<file path="src/rtl/trend_pkg.sv">
// Shared types, parameter defaults and sample-classification helpers for the trend tracker.
package trend_pkg;

    localparam int RUN_LEN_DEF   = 4;
    localparam int ERR_LIMIT_DEF = 3;
    localparam int CNT_W_DEF     = 8;
    localparam int RUN_W         = 4;

    typedef enum logic [1:0] {
        IDLE  = 2'd0,
        RISE  = 2'd1,
        FALL  = 2'd2,
        FAULT = 2'd3
    } state_t;

    typedef enum logic [1:0] {
        NONE = 2'd0,
        UP   = 2'd1,
        DN   = 2'd2,
        ERR  = 2'd3
    } kind_t;

    // Any combination other than a single incr or a single decr counts as an error sample.
    function automatic kind_t classify(input logic incr, input logic decr, input logic error);
        case ({incr, decr, error})
            3'b000:  return NONE;
            3'b100:  return UP;
            3'b010:  return DN;
            default: return ERR;
        endcase
    endfunction

    function automatic logic multi_flag(input logic incr, input logic decr, input logic error);
        return (incr & decr) | (incr & error) | (decr & error);
    endfunction

endpackage

</file>
<file path="src/rtl/sat_counter.sv">
// Up-counter that sticks at all-ones, with synchronous clear taking priority over increment.
module sat_counter #(
    parameter int width = 8
) (
    input  logic             clk,
    input  logic             reset,
    input  logic             clr,
    input  logic             inc,
    output logic [width-1:0] count
);

    // NOTE: sequential state uses non-blocking assignments so every flop samples pre-edge values.
    always_ff @(posedge clk or negedge reset) begin
        if (!reset) begin
            count <= '0;
        end else if (clr) begin
            count <= '0;
        end else if (inc && (count != {width{1'b1}})) begin
            count <= count + 1'b1;
        end
    end

endmodule

</file>
<file path="src/rtl/trend_tracker.sv">
// Classifies step flags into UP/DN/ERR samples, tracks run length and a
// RISE/FALL/FAULT trend, and keeps saturating per-kind sample totals.
module trend_tracker
    import trend_pkg::*;
#(
    parameter int RUN_LEN   = RUN_LEN_DEF,
    parameter int ERR_LIMIT = ERR_LIMIT_DEF,
    parameter int CNT_W     = CNT_W_DEF
) (
    input  logic             clk,
    input  logic             reset,
    input  logic             in_valid,
    input  logic             incr,
    input  logic             decr,
    input  logic             error,
    input  logic             clear,
    output logic             trend_up,
    output logic             trend_down,
    output logic             fault,
    output logic             illegal,
    output logic [RUN_W-1:0] run_cnt,
    output logic [CNT_W-1:0] incr_total,
    output logic [CNT_W-1:0] decr_total,
    output logic [CNT_W-1:0] err_total
);

    localparam logic [RUN_W-1:0] RUN_MAX = {RUN_W{1'b1}};

    state_t           state;
    state_t           state_next;
    kind_t            prev_kind;
    kind_t            kind;
    logic             sample;
    logic             multi;
    logic [RUN_W-1:0] run_next;
    logic             up_hit;
    logic             dn_hit;
    logic             err_hit;

    // NOTE: every always_comb output gets a default first so no path leaves a latch behind.
    always_comb begin
        sample   = in_valid && (incr || decr || error);
        kind     = classify(incr, decr, error);
        multi    = multi_flag(incr, decr, error);
        run_next = RUN_W'(1);
        if (kind == prev_kind) begin
            run_next = (run_cnt == RUN_MAX) ? run_cnt : run_cnt + 1'b1;
        end
        up_hit  = (kind == UP)  && (run_next >= RUN_W'(RUN_LEN));
        dn_hit  = (kind == DN)  && (run_next >= RUN_W'(RUN_LEN));
        err_hit = (kind == ERR) && (run_next >= RUN_W'(ERR_LIMIT));
    end

    // Transitions are judged on the run length this sample produces, not the stored one.
    always_comb begin
        state_next = state;
        case (state)
            IDLE: begin
                if (up_hit)       state_next = RISE;
                else if (dn_hit)  state_next = FALL;
                else if (err_hit) state_next = FAULT;
            end
            RISE: begin
                if (kind != UP) begin
                    if (dn_hit)       state_next = FALL;
                    else if (err_hit) state_next = FAULT;
                    else              state_next = IDLE;
                end
            end
            FALL: begin
                if (kind != DN) begin
                    if (up_hit)       state_next = RISE;
                    else if (err_hit) state_next = FAULT;
                    else              state_next = IDLE;
                end
            end
            FAULT:   state_next = FAULT;
            default: state_next = IDLE;
        endcase
    end

    always_ff @(posedge clk or negedge reset) begin
        if (!reset) begin
            state      <= IDLE;
            prev_kind  <= NONE;
            run_cnt    <= '0;
            illegal    <= 1'b0;
            trend_up   <= 1'b0;
            trend_down <= 1'b0;
            fault      <= 1'b0;
        end else if (clear) begin
            state      <= IDLE;
            prev_kind  <= NONE;
            run_cnt    <= '0;
            illegal    <= 1'b0;
            trend_up   <= 1'b0;
            trend_down <= 1'b0;
            fault      <= 1'b0;
        end else if (sample) begin
            state      <= state_next;
            prev_kind  <= kind;
            run_cnt    <= run_next;
            illegal    <= multi;
            trend_up   <= (state_next == RISE);
            trend_down <= (state_next == FALL);
            fault      <= (state_next == FAULT);
        end else begin
            illegal    <= 1'b0;
        end
    end

    sat_counter #(.width(CNT_W)) u_incr_total (
        .clk   (clk),
        .reset (reset),
        .clr   (clear),
        .inc   (sample && (kind == UP)),
        .count (incr_total)
    );

    sat_counter #(.width(CNT_W)) u_decr_total (
        .clk   (clk),
        .reset (reset),
        .clr   (clear),
        .inc   (sample && (kind == DN)),
        .count (decr_total)
    );

    sat_counter #(.width(CNT_W)) u_err_total (
        .clk   (clk),
        .reset (reset),
        .clr   (clear),
        .inc   (sample && (kind == ERR)),
        .count (err_total)
    );

endmodule

</file>
<file path="config.mk">
export PLATFORM = sky130hd
export DESIGN_NAME = trend_tracker
export DESIGN_NICKNAME = d
export VERILOG_FILES = /design/src/rtl/trend_pkg.sv /design/src/rtl/sat_counter.sv /design/src/rtl/trend_tracker.sv
export SDC_FILE = /design/constraint.sdc
export NUM_CORES = 1
export LEC_CHECK = 0
export ABC_CLOCK_PERIOD_IN_PS = 4400
export BUFFER_PORTS_ARGS = -buffer_cell sky130_fd_sc_hd__buf_4
export CORE_ASPECT_RATIO = 1.75
export CORE_MARGIN = 4
export CORE_UTILIZATION = 50
export DETAILED_ROUTE_END_ITERATION = 6
export PLACE_DENSITY = 0.73
export SETUP_SLACK_MARGIN = 0.3
export SYNTH_ARGS = -nofsm -noshare
export SYNTH_HDL_FRONTEND = slang
export SYNTH_SLANG_ARGS = --single-unit
</file>
<file path="constraint.sdc">
create_clock -name clk -period 4.4 [get_ports clk]
set_clock_uncertainty 0.05 [all_clocks]
set_input_delay 0 -clock clk [delete_from_list [all_inputs] [get_ports clk]]
set_output_delay 0 -clock clk [all_outputs]
set_load 0.03 [all_outputs]
</file>
# Word-level counts from Yosys, hierarchy flattened
# Cells that the tools add are included.
[word_totals] regBits=36 out_inout_bits=32 elab_cells=89
[classes] addsub=4 magnitude_cmp=2 eq_ne=18 n_mux=32 bitwise=5 reduce_logical=18
[op_table] operator="2-to-1 mux 8 bit" n=6
[op_table] operator="adder 8 x 1 -> 8 bit (second input constant)" n=3
[op_table] operator="2-to-1 mux 2 bit" n=12
[op_table] operator="!= test 8 bit (second input constant)" n=3
[op_table] operator="2-to-1 mux 4 bit" n=4
[op_table] operator="== test 2 bit (second input constant)" n=6
[op_table] operator="logical AND 1 bit" n=10
[op_table] operator="2-to-1 mux 1 bit" n=8
[op_table] operator="case mux 2 bit (4 select lines)" n=1
[op_table] operator="nonzero test 2 bit" n=4
[op_table] operator="== test 2 x 1 -> 1 bit (second input constant)" n=3
[op_table] operator="case mux 2 bit (3 select lines)" n=1
[op_table] operator="adder 4 x 1 -> 4 bit (second input constant)" n=1
[op_table] operator="== test 4 bit (second input constant)" n=1
[op_table] operator="greater-or-equal comparator 4 x 2 -> 1 bit (second input constant)" n=1
[op_table] operator="greater-or-equal comparator 4 x 3 -> 1 bit (second input constant)" n=1
[op_table] operator="AND 1 bit" n=3
[op_table] operator="== test 3 x 2 -> 1 bit (second input constant)" n=1
[op_table] operator="== test 3 bit (second input constant)" n=1
[op_table] operator="zero test 3 bit" n=1
[op_table] operator="== test 2 bit" n=1
[op_table] operator="zero test 2 bit" n=1
[op_table] operator="logical OR 1 bit" n=2
[op_table] operator="!= test 2 x 1 -> 1 bit (second input constant)" n=1
[op_table] operator="other kinds (2)" n=3

# Depth between registers and ports, before layout
# Gate-level depths: netlist of run 1.
[depth] depth_word=13 ltp_mapped=7

# Modules after synthesis
# From an unflattened synthesis of run 1, not the netlist that was laid out.
[hier_totals] hier_cells=239 hier_area_um2=2195.9
[by_module_without_submodules] mod="sat_counter" n_inst=3 cells_per_inst=49 area_each_um2=464.2 seq_area_each_um2=200.2
[by_module_without_submodules] mod="trend_tracker" n_inst=1 cells_per_inst=92 area_each_um2=803.3 seq_area_each_um2=300.3

# Worst setup path before layout of run 1
# Ideal clock, no wire load.
[synth_path] path_kind="reg-to-reg" start="register u_err_total.count[0]" end="register u_err_total.count[5]" setup_ns=0.132 arrival_ns=1.732 required_ns=4.218 slack_ns=2.486 path_stages_with_launch=8 cell_sequence="dfrtp_1 > ha_1 > nand2_1 > o311ai_4 > nor2_1 > nand3_1 > xor2_1 > nor2_1"
[synth_between] elab_chain_cells=3
[synth_rtl] element="start, declared" line_no="sat_counter.sv:9" text="output logic [width-1:0] count"
[synth_rtl] element="start signal, assigned" line_no="sat_counter.sv:19" text="count <= count + 1'b1;"
[synth_rtl] element="adder 8 x 1 -> 8 bit or != test 8 bit (tied branches)" line_no="sat_counter.sv:19, sat_counter.sv:18"
[synth_rtl] element="2-to-1 mux 8 bit or logical AND 1 bit (tied branches)" line_no="sat_counter.sv:18" text="end else if (inc && (count != {width{1'b1}})) begin"
[synth_rtl] element="2-to-1 mux 8 bit or nonzero test 2 bit (tied branches)"
# Several ways; a longest one is shown, not always the timed one. The select of a mux whose other input is x is not followed.
# A chain may end at the register's enable or synchronous reset.

# Final worst setup path of run 1
[layout_path] start="register run_cnt[0]" end="register state[1]"
[layout_between] elab_chain_cells=11
[layout_rtl] element="start, declared" line_no="trend_tracker.sv:21" text="output logic [RUN_W-1:0] run_cnt,"
[layout_rtl] element="start signal, assigned" line_no="trend_tracker.sv:102" text="run_cnt <= run_next;"
[layout_rtl] element="adder 4 x 1 -> 4 bit or == test 4 bit (tied branches)" line_no="trend_tracker.sv:47" text="run_next = (run_cnt == RUN_MAX) ? run_cnt : run_cnt + 1'b1;"
[layout_rtl] element="2-to-1 mux 4 bit (*)" line_no="trend_tracker.sv:47"
[layout_rtl] element="2-to-1 mux 4 bit (*)" line_no="trend_tracker.sv:46" text="if (kind == prev_kind) begin"
[layout_rtl] element="greater-or-equal comparator 4 x 2 -> 1 bit" line_no="trend_tracker.sv:51" text="err_hit = (kind == ERR) && (run_next >= RUN_W'(ERR_LIMIT));"
[layout_rtl] element="logical AND 1 bit" line_no="trend_tracker.sv:51"
[layout_rtl] element="2-to-1 mux 2 bit (on tied branches)" line_no="trend_tracker.sv:66, trend_tracker.sv:73, trend_tracker.sv:61"
[layout_rtl] element="2-to-1 mux 2 bit (on tied branches)" line_no="trend_tracker.sv:72, trend_tracker.sv:60, trend_tracker.sv:65"
[layout_rtl] element="2-to-1 mux 2 bit (on tied branches)" line_no="trend_tracker.sv:71, trend_tracker.sv:59, trend_tracker.sv:64"
[layout_rtl] element="case mux 2 bit (4 select lines) (*)" line_no="trend_tracker.sv:57" text="case (state)"
[layout_rtl] element="2-to-1 mux 2 bit (*)" line_no="trend_tracker.sv:99" text="end else if (sample) begin"
[layout_rtl] element="2-to-1 mux 2 bit (*)" line_no="trend_tracker.sv:91" text="end else if (clear) begin"
[layout_rtl] element="end signal, assigned" line_no="trend_tracker.sv:100" text="state <= state_next;"
[layout_rtl] element="end, declared" line_no="trend_tracker.sv:29" text="state_t state;"
# Every way passes the cells marked *; elsewhere a longest branch is shown, timed or not. The select of a mux whose other input is x is not followed.

==> results of run 1 <==
metal layers:
metal / global-route usage (%) / wire [µm] / vias to the layer above
met3: 4.37 / 247 / 8
li1: - / - / 813
met1: 17.8 / 1590 / 766
met2: 34.0 / 2310 / 45
met4: 9.50 / 101 / 0
met5: 0 / 0 / -
registers in the layout (all words and copies together) (netlist names), 2 cells and up:
register,flops
u_decr_total.count,8
run_cnt,4
state,2
u_err_total.count,8
prev_kind,2
u_incr_total.count,8
worst min-delay path by stage:
stage,slack [ns],to,startpoint
detailed placement,-0.06,run_cnt[1]$_DFFE_PN0P_,reset
global route,0.05,u_err_total.count[5]$_DFFE_PN0P_,clear
CTS,0.03,u_decr_total.count[6]$_DFFE_PN0P_,clear
floorplan,-0.35,fault$_DFFE_PN0P_,reset
finish,0.04,u_err_total.count[5]$_DFFE_PN0P_,clear
global placement,-0.06,run_cnt[2]$_DFFE_PN0P_,reset
layout make-up:
class	instances	area share (%)
inverter	7	1.07
clock inverter	1	1.23
multi-input combinational	160	41.7
tap	48	2.45
clock buffer	7	3.93
sequential	36	36.8
timing repair buffer	41	12.9
cells by family after synthesis:
logic type      Yosys count  synth area share (%)
flops                    36                  45.0
mux                       4                  2.06
xor+xnor                 20                  8.75
compound gates           45                  17.0
buf+inv                  15                  4.00
simple gates             86                  20.2
fa+ha+maj                 5                  3.00
Yosys cell counts, types with 4 or more instances:
cell      number  area share [%]
xor2_1        12             5.2
clkbuf_1       4            0.75
dfrtp_1       36              45
o21ai_0       12             3.0
ha_1           4             2.5
nor2_1        35             6.6
nand4_1        4             1.2
a21oi_1       11             2.7
nand2_1       20             3.7
xnor2_1        8             3.5
nand3_1       10             2.5
inv_1          7             1.3
power breakdown:
part	switching, mW	internal [mW]
combinational	0.0451	0.0258
clock	0.119	0.200
sequential	0.00648	0.336
total	0.170	0.562
==> run metrics, run 1 <==
Synth Register Bits=36; worst setup margin=2.55 ns; initial core utilization=51.8%; routed wire length=4260 µm; Peak supply drop=0.250 mV; Final Cycle Share=42.0%; Worst Hold Depth=2; mean post-synth cell area=9.49 µm²; design area=0.00245 mm²; reg-to-reg slack, setup=2.55 ns; CTS Sinks=36; H-tree Lvls=2; largest net degree at the start of global routing=37; asr flop ratio synth=100%; Mapped Cells=211; Sequential cell area=901 µm²; CTS tree=yes; max_cap viols=0; Layout fillers=334; R2R depth=7; # port buffers=38; critical path, cell by cell=ha_1 > and2_1 > a21oi_1 > o21ai_0 > nor2b_1 > o21ai_0 > a22o_1; vias in the first global route=1680; worst endpoint required time=4.58 ns; post-place setup slack=2.58 ns; Crit. End Element=flop; worst reg2reg path endpoint=state[1]$_DFFE_PN0P_; status=complete, no violations; CP Class=reg -> reg; Pre-Repair DR Iteration Count=4; Seq/Total Area, Yosys=45.0%; Root Driver=clkbuf_8; Pins Over Slew Limit=0; commonest non-fill, non-tap cells in the layout=buf_4, dfrtp_1, nor2_1, nand2_1; Worst Setup SP=run_cnt[0]$_DFFE_PN0P_; Cell Area, Placed=0.00229 mm²; Core ar.=0.00387 mm²; io pins=39; area occupied by multi-input gates=0.00102 mm²; Total Power=732 µW; CP top delay family=compound AO/OA/AOI/OAI gates; Top cell by count, worst path=o21ai_0; CTS Buf Count=5; setup bufs post-CTS=0; Antenna diodes=0; via/cell ratio=5.44; slew margin rel.=69.4%; commonest non-fill, non-tap cell in the layout=buf_4; RSZ-0062 raised after global routing=false; R2R Path Start=run_cnt[0]$_DFFE_PN0P_; synthesis-to-layout area growth=22.4%; min-delay worst type=in -> reg; first-pass GRT wire length=7450 µm; Main synth FF type=dfrtp_1; CTS max path bufs=2; Die Y-Extent=91.7 µm; drt wl/cell=14.2 µm; crit path DAT=2.02 ns; Slew @ Worst Pin=0.458 ns; Netlist cell types=44; mapped cell area=0.00200 mm²; Final min period=1.85 ns; fmax=542 MHz; post-route DRC violation count=0; endpoints failing hold=0; RD Place Congestion=0.787; initial DRC count=34; TNS Setup=0 ns; Die Wd=55.8 µm; Crit. path cell count=7; final core occ=63.4%; share of cells above drive strength 1=22.6%; routed via count=1632; worst path bufs/invs=0; critical path's largest stage delay=0.43 ns; die area=0.00512 mm²; worst-skew pair later-pin latency=0.29 ns; Post-CTS Resized=0; nature of the critical path startpoint=flop; worst hold margin=0.0370 ns; crit path to=state[1]$_DFFE_PN0P_; endpoints failing setup=0; Routed Antenna Nets=0; initial antenna violation count=0; Pwr Density=299 mW/mm²; Post-synth EDFFs=0; critical path fanouts, max=7; Post-CTS Hold Fix Bufs=3; CTS clk-pin slew, worst paths=0.08 ns; grt ovf=0; nets@finish=262; slowest CP cell=dfrtp_1; post-placement cell count=289; leak pwr=1.13 nW; # rows=30; Syn Nets=222; Non-Filler Instances=300; HPWL Detailed=3040 µm; YS warnings=0; All-Layer GR Usage=18.1%
Power figures use the tool's default switching activity.
==> inputs of run 2 (changes only) <==
- ABC_CLOCK_PERIOD_IN_PS: 4400 -> 1770
- clock period: 4.4 -> 1.77 ns (I/O delays scaled with it)
==> run 2 against run 1 <==
Net effect:
- combinational power rose to 3.7 times the previous value
- highest routed layer unchanged
- fmax rose by 8.9%
- cell area rose by 28%
- largest power group is now the clock network
- wire length rose by 31%
- sequential power rose by 150%
- critical endpoint is now trend_down$_DFFE_PN0P_
- power rose to 2.9 times the previous value
==> run metrics, run 2 (same netlist as run 1, synthesis figures left out) <==
status=complete, no violations; RSZ-0062 raised after global routing=true; TNS Setup=0 ns (unchanged); Pins Over Slew Limit=0 (unchanged); Antenna diodes=0 (unchanged); routed via count=1893 (+16%); largest net degree at the start of global routing=37 (unchanged); Crit. End Element=flop; grt ovf=0 (unchanged); first-pass GRT wire length=8740 µm (+17%); Cell Area, Placed=0.00248 mm² (+8.1%); commonest non-fill, non-tap cells in the layout=buf_4, nor2_1, dfrtp_2, dfrtp_1, nand2_1; min-delay worst type=in -> reg; Peak supply drop=0.805 mV (+220%); RD Place Congestion=0.798 (+1.5%); critical path, cell by cell=xor2_1 > o41ai_2 > a31oi_4 > o21bai_1 > a21oi_2 > a32o_1; Final Cycle Share=95.7% (+54 points); Slew @ Worst Pin=0.459 ns (+0.000944 ns); crit path DAT=1.82 ns (-0.20 ns); crit path to=trend_down$_DFFE_PN0P_; reg-to-reg slack, setup=0.08 ns (-2.48 ns); Routed Antenna Nets=0 (unchanged); largest registers=u_decr_total.count x8, u_err_total.count x8, u_incr_total.count x8; worst hold margin=0.0271 ns (-0.00990 ns); synthesis-to-layout area growth=56.4%; Core ar.=0.00387 mm² (unchanged); area occupied by multi-input gates=0.00128 mm² (+26%); R2R Path Start=prev_kind[1]$_DFFE_PN0P_; CTS max path bufs=2 (unchanged); final core occ=81.0% (+18 points); Pre-Repair DR Iteration Count=4 (unchanged); critical path fanouts, max=6 (-1); nets@finish=305 (+16%); die area=0.00512 mm² (unchanged); routed wire length=5560 µm (+31%); slew margin rel.=69.4% (about the same); max_cap viols=0 (unchanged); initial antenna violation count=0 (unchanged); CTS tree=yes; fmax=590 MHz (+8.9%); share of cells above drive strength 1=53.6% (+31 points); CP Class=reg -> reg; initial core utilization=51.8% (unchanged); endpoints failing hold=0 (unchanged); Pwr Density=679 mW/mm² (+130%); CTS Sinks=36 (unchanged); Sequential cell area=926 µm² (+2.8%); endpoints failing setup=0 (unchanged); design area=0.00313 mm² (+28%); nature of the critical path startpoint=flop; # rows=30 (unchanged); Die Wd=55.8 µm (unchanged); io pins=39 (unchanged); drt wl/cell=16.2 µm (+14%); R2R depth=6 (-1); commonest non-fill, non-tap cell in the layout=buf_4; Worst Setup SP=prev_kind[1]$_DFFE_PN0P_; slowest CP cell=dfrtp_1; H-tree Lvls=2 (unchanged); worst endpoint required time=1.90 ns (-2.68 ns); initial DRC count=45 (+32%); CTS Buf Count=5 (unchanged); # port buffers=38 (unchanged); Layout fillers=238 (-29%); via/cell ratio=5.52 (+1.5%); leak pwr=1.42 nW (+26%); Die Y-Extent=91.7 µm (unchanged); critical path's largest stage delay=0.44 ns (about the same); Final min period=1.69 ns (-0.152 ns); HPWL Detailed=3070 µm (+1.1%); All-Layer GR Usage=21.4% (+3.3 points); vias in the first global route=1893 (+13%); Root Driver=clkbuf_8; CTS clk-pin slew, worst paths=0.08 ns (about the same); worst reg2reg path endpoint=trend_down$_DFFE_PN0P_; post-route DRC violation count=0 (unchanged); worst-skew pair later-pin latency=0.29 ns (about the same)
## run 2: cell count changes in the layout (fill, tap and decap cells not counted), sizes merged
cell,before,now
dlygate4sd3,3,1
clkbuf,7,5
bufinv,1,3
buf,38,83
## run 2: worst max-delay path: cells and delay by family, from the launching register on
family,cells,cell delay (ns)
AO/OA/AOI/OAI,5,0.93
XOR/XNOR,1,0.17
flip-flops,1,0.44
## run 2: area by class of cell
class | count | area share, %
well taps | 48 | 1.92
repair buffers | 84 | 21.6
multi-input cells | 160 | 41.0
inverters | 7 | 0.839
clock buffers | 5 | 2.20
flip-flops and latches | 36 | 29.6
clock inverters | 3 | 2.88
## run 2: timing repair
action / 4_1_cts / 5_1_grt
hold buffers: 1 / 0
pin swaps: 27 / 29
gates resized for setup: 14 / 22
endpoints found under the setup margin: 23 / 33
buffers inserted: 31 / 9
gates cloned: 0 / 0
hold endpoints to repair: 36 / 0
## run 2: through the flow
stage	cells	power, mW	setup slack [ns]
global route	343	2.21	0.00754
global placement	294	1.06	0.105
CTS	334	2.13	0.111
floorplan	211	0.995	0.0730
finish	343	2.13	0.0754
detailed placement	294	1.06	0.0956
## run 2: per-layer routing
| metal | vias to the layer above | track usage [%] | share of wire, % |
|---|---|---|---|
| li1 | 899 | - | - |
| met4 | 0 | 10.1 | 3.2 |
| met5 | - | 0 | 0 |
| met1 | 918 | 22.9 | 35 |
| met2 | 60 | 39.9 | 57 |
| met3 | 16 | 3.52 | 4.0 |
## run 2: worst min path at each step
stage | from | endpoint | slack (ns) | cells past startpoint
after floorplan | reset | fault$_DFFE_PN0P_ | -0.35 | 0
after global placement | reset | u_incr_total.count[3]$_DFFE_PN0P_ | -0.06 | 1
after detailed placement | reset | u_incr_total.count[4]$_DFFE_PN0P_ | -0.07 | 1
after CTS | in_valid | prev_kind[0]$_DFFE_PN0P_ | 0.02 | 3
after global routing | in_valid | prev_kind[0]$_DFFE_PN0P_ | 0.03 | 3
final | in_valid | prev_kind[0]$_DFFE_PN0P_ | 0.03 | 3
## run 2: report_power, final
group | internal, mW | switching, mW | leakage (nW)
clock network | 0.705 | 0.308 | 0.0784
registers | 0.836 | 0.0160 | 0.465
logic | 0.117 | 0.143 | 0.876
==> inputs of run 3 (changes only) <==
- ABC_CLOCK_PERIOD_IN_PS: 1770 -> 2000
- clock period: 1.77 -> 2 ns (I/O delays scaled with it)
==> run 3 against run 2 <==
Net effect:
- flip-flop and latch count unchanged
- largest power group is now sequential cells
- utilization decreased by 13 points
- power shrank 29%
- wire length fell by 13%
- cell area down 16%
- global-route usage fell by 3.2 points
- final cell count shrank 8.5%
==> run metrics, run 3 (same netlist as run 1, synthesis figures left out) <==
status=complete, no violations; worst path bufs/invs=0 (unchanged); min-delay worst type=in -> reg; CTS tree=yes; nature of the critical path startpoint=flop; Non-Filler Instances=314 (-8.5%); # rows=30 (unchanged); critical path's largest stage delay=0.42 ns (-0.02 ns); io pins=39 (unchanged); share of cells above drive strength 1=37.6% (-16 points); crit path DAT=1.88 ns (+0.06 ns); hold path startpoint=decr; Final min period=1.75 ns (+0.0509 ns); post-placement cell count=289 (-1.7%); leak pwr=1.20 nW (-15%); Die Y-Extent=91.7 µm (unchanged); commonest non-fill, non-tap cells in the layout=buf_4, nor2_1, dfrtp_1, nand2_1, dfrtp_2; RD Place Congestion=0.794 (-0.54%); Root Driver=clkbuf_8; max_cap viols=0 (unchanged); R2R depth=6 (unchanged); Final Cycle Share=87.3% (-8.5 points); Layout fillers=310 (+30%); hold path endpoint=prev_kind[0]$_DFFE_PN0P_; via/cell ratio=5.63 (+2.1%); final core occ=68.4% (-13 points); Antenna diodes=0 (unchanged); Pins Over Slew Limit=0 (unchanged); slowest CP cell=dfrtp_1; CTS Sinks=36 (unchanged); H-tree Lvls=2 (unchanged); Slew @ Worst Pin=0.465 ns (+0.00597 ns); TNS Setup=0 ns (unchanged); RSZ-0062 raised after global routing=true; routed wire length=4820 µm (-13%); reg-to-reg slack, setup=0.25 ns (+0.18 ns); R2R Path Start=prev_kind[1]$_DFFE_PN0P_; CTS clk-pin slew, worst paths=0.07 ns (about the same); Pwr Density=572 mW/mm² (-16%); first-pass GRT wire length=7430 µm (-15%); area occupied by multi-input gates=0.00112 mm² (-13%); commonest non-fill, non-tap cell in the layout=buf_4; Peak supply drop=0.570 mV (-29%); CTS max path bufs=2 (unchanged); Crit. End Element=flop; slew margin rel.=68.9% (-0.53 points); endpoints failing hold=0 (unchanged); initial core utilization=51.8% (unchanged); # port buffers=38 (unchanged); worst endpoint required time=2.13 ns (+0.23 ns); critical path, cell by cell=xor2_1 > o41ai_2 > a31oi_4 > o21bai_1 > a21oi_2 > a32o_1; fmax=573 MHz (-2.9%); Pre-Repair DR Iteration Count=4 (unchanged); CTS Buf Count=5 (unchanged); Sequential cell area=917 µm² (-0.95%); drt wl/cell=15.3 µm (-5.4%); worst-skew pair later-pin latency=0.30 ns (about the same); CP Class=reg -> reg; largest net degree at the start of global routing=37 (unchanged); largest registers=u_decr_total.count x8, u_err_total.count x8, u_incr_total.count x8; initial antenna violation count=0 (unchanged); grt ovf=0 (unchanged); Die Wd=55.8 µm (unchanged); initial DRC count=50 (+11%); endpoints failing setup=0 (unchanged); synthesis-to-layout area growth=32.2%; HPWL Detailed=3210 µm (+4.4%); worst reg2reg path endpoint=trend_down$_DFFE_PN0P_; post-route DRC violation count=0 (unchanged); Core ar.=0.00387 mm² (unchanged); Worst Hold Depth=4 (+1); Routed Antenna Nets=0 (unchanged); CP top delay family=compound AO/OA/AOI/OAI gates; critical path fanouts, max=8 (+2); vias in the first global route=1691 (-11%); routed via count=1769 (-6.6%); nets@finish=276 (-9.5%); die area=0.00512 mm² (unchanged); All-Layer GR Usage=18.3% (-3.2 points)
[run 3: repair_timing]
action,in CTS,in global routing
pin swaps,2,14
hold buffers,1,0
gates resized for setup,1,19
endpoints found under the setup margin,4,19
cloned,0,0
setup buffers,4,12
hold endpoints to repair,36,0
[run 3: layout make-up]
class / count / area share (%)
Clock buffer: 8 / 3.78
Inverter: 7 / 0.993
Multi-Input combinational cell: 160 / 42.5
Sequential cell: 36 / 34.7
Tap cell: 48 / 2.27
Timing Repair Buffer: 55 / 15.8
[run 3: metrics by stage]
stage | worst slack, ns | cell area (µm²) | hold WS, ns | power [mW]
after CTS | 0.231 | 2480 | 0.0166 | 1.51
after floorplan | 0.240 | 2050 | -0.346 | 0.875
after global routing | 0.231 | 2650 | 0.0364 | 1.58
after global placement | 0.261 | 2340 | -0.0627 | 0.925
after detailed placement | 0.232 | 2340 | -0.0597 | 0.927
final | 0.255 | 2650 | 0.0148 | 1.51
[run 3: how the worst max path moves through the flow]
stage / startpoint / end / cells past startpoint
after CTS: u_err_total.count[0]$_DFFE_PN0P_ / u_err_total.count[7]$_DFFE_PN0P_ / 7
final: prev_kind[1]$_DFFE_PN0P_ / trend_down$_DFFE_PN0P_ / 6
after global placement: prev_kind[1]$_DFFE_PN0P_ / trend_down$_DFFE_PN0P_ / 5
after floorplan: u_err_total.count[4]$_DFFE_PN0P_ / u_err_total.count[5]$_DFFE_PN0P_ / 6
after global routing: run_cnt[1]$_DFFE_PN0P_ / trend_down$_DFFE_PN0P_ / 7
after detailed placement: u_err_total.count[0]$_DFFE_PN0P_ / u_err_total.count[5]$_DFFE_PN0P_ / 7
[run 3: tightest hold or removal path: stages]
cell and delay (ns):
buf_4 0.15, nand2_1 0.06, nand2_1 0.06, a21oi_1 0.06
[run 3: layer usage]
metal	GRT usage, %	up-vias	part of all wire, %
met3	3.52	12	3.8
met2	33.9	37	55
li1	-	842	-
met5	0	-	0
met1	17.9	878	38
met4	11.9	0	3.0
[run 3: report_power, final]
group          internal (mW)  total [mW]  switching, mW
logic                 0.0701       0.181          0.111
clock network          0.314       0.579          0.264
registers              0.741       0.754         0.0137
total                   1.13        1.51          0.389
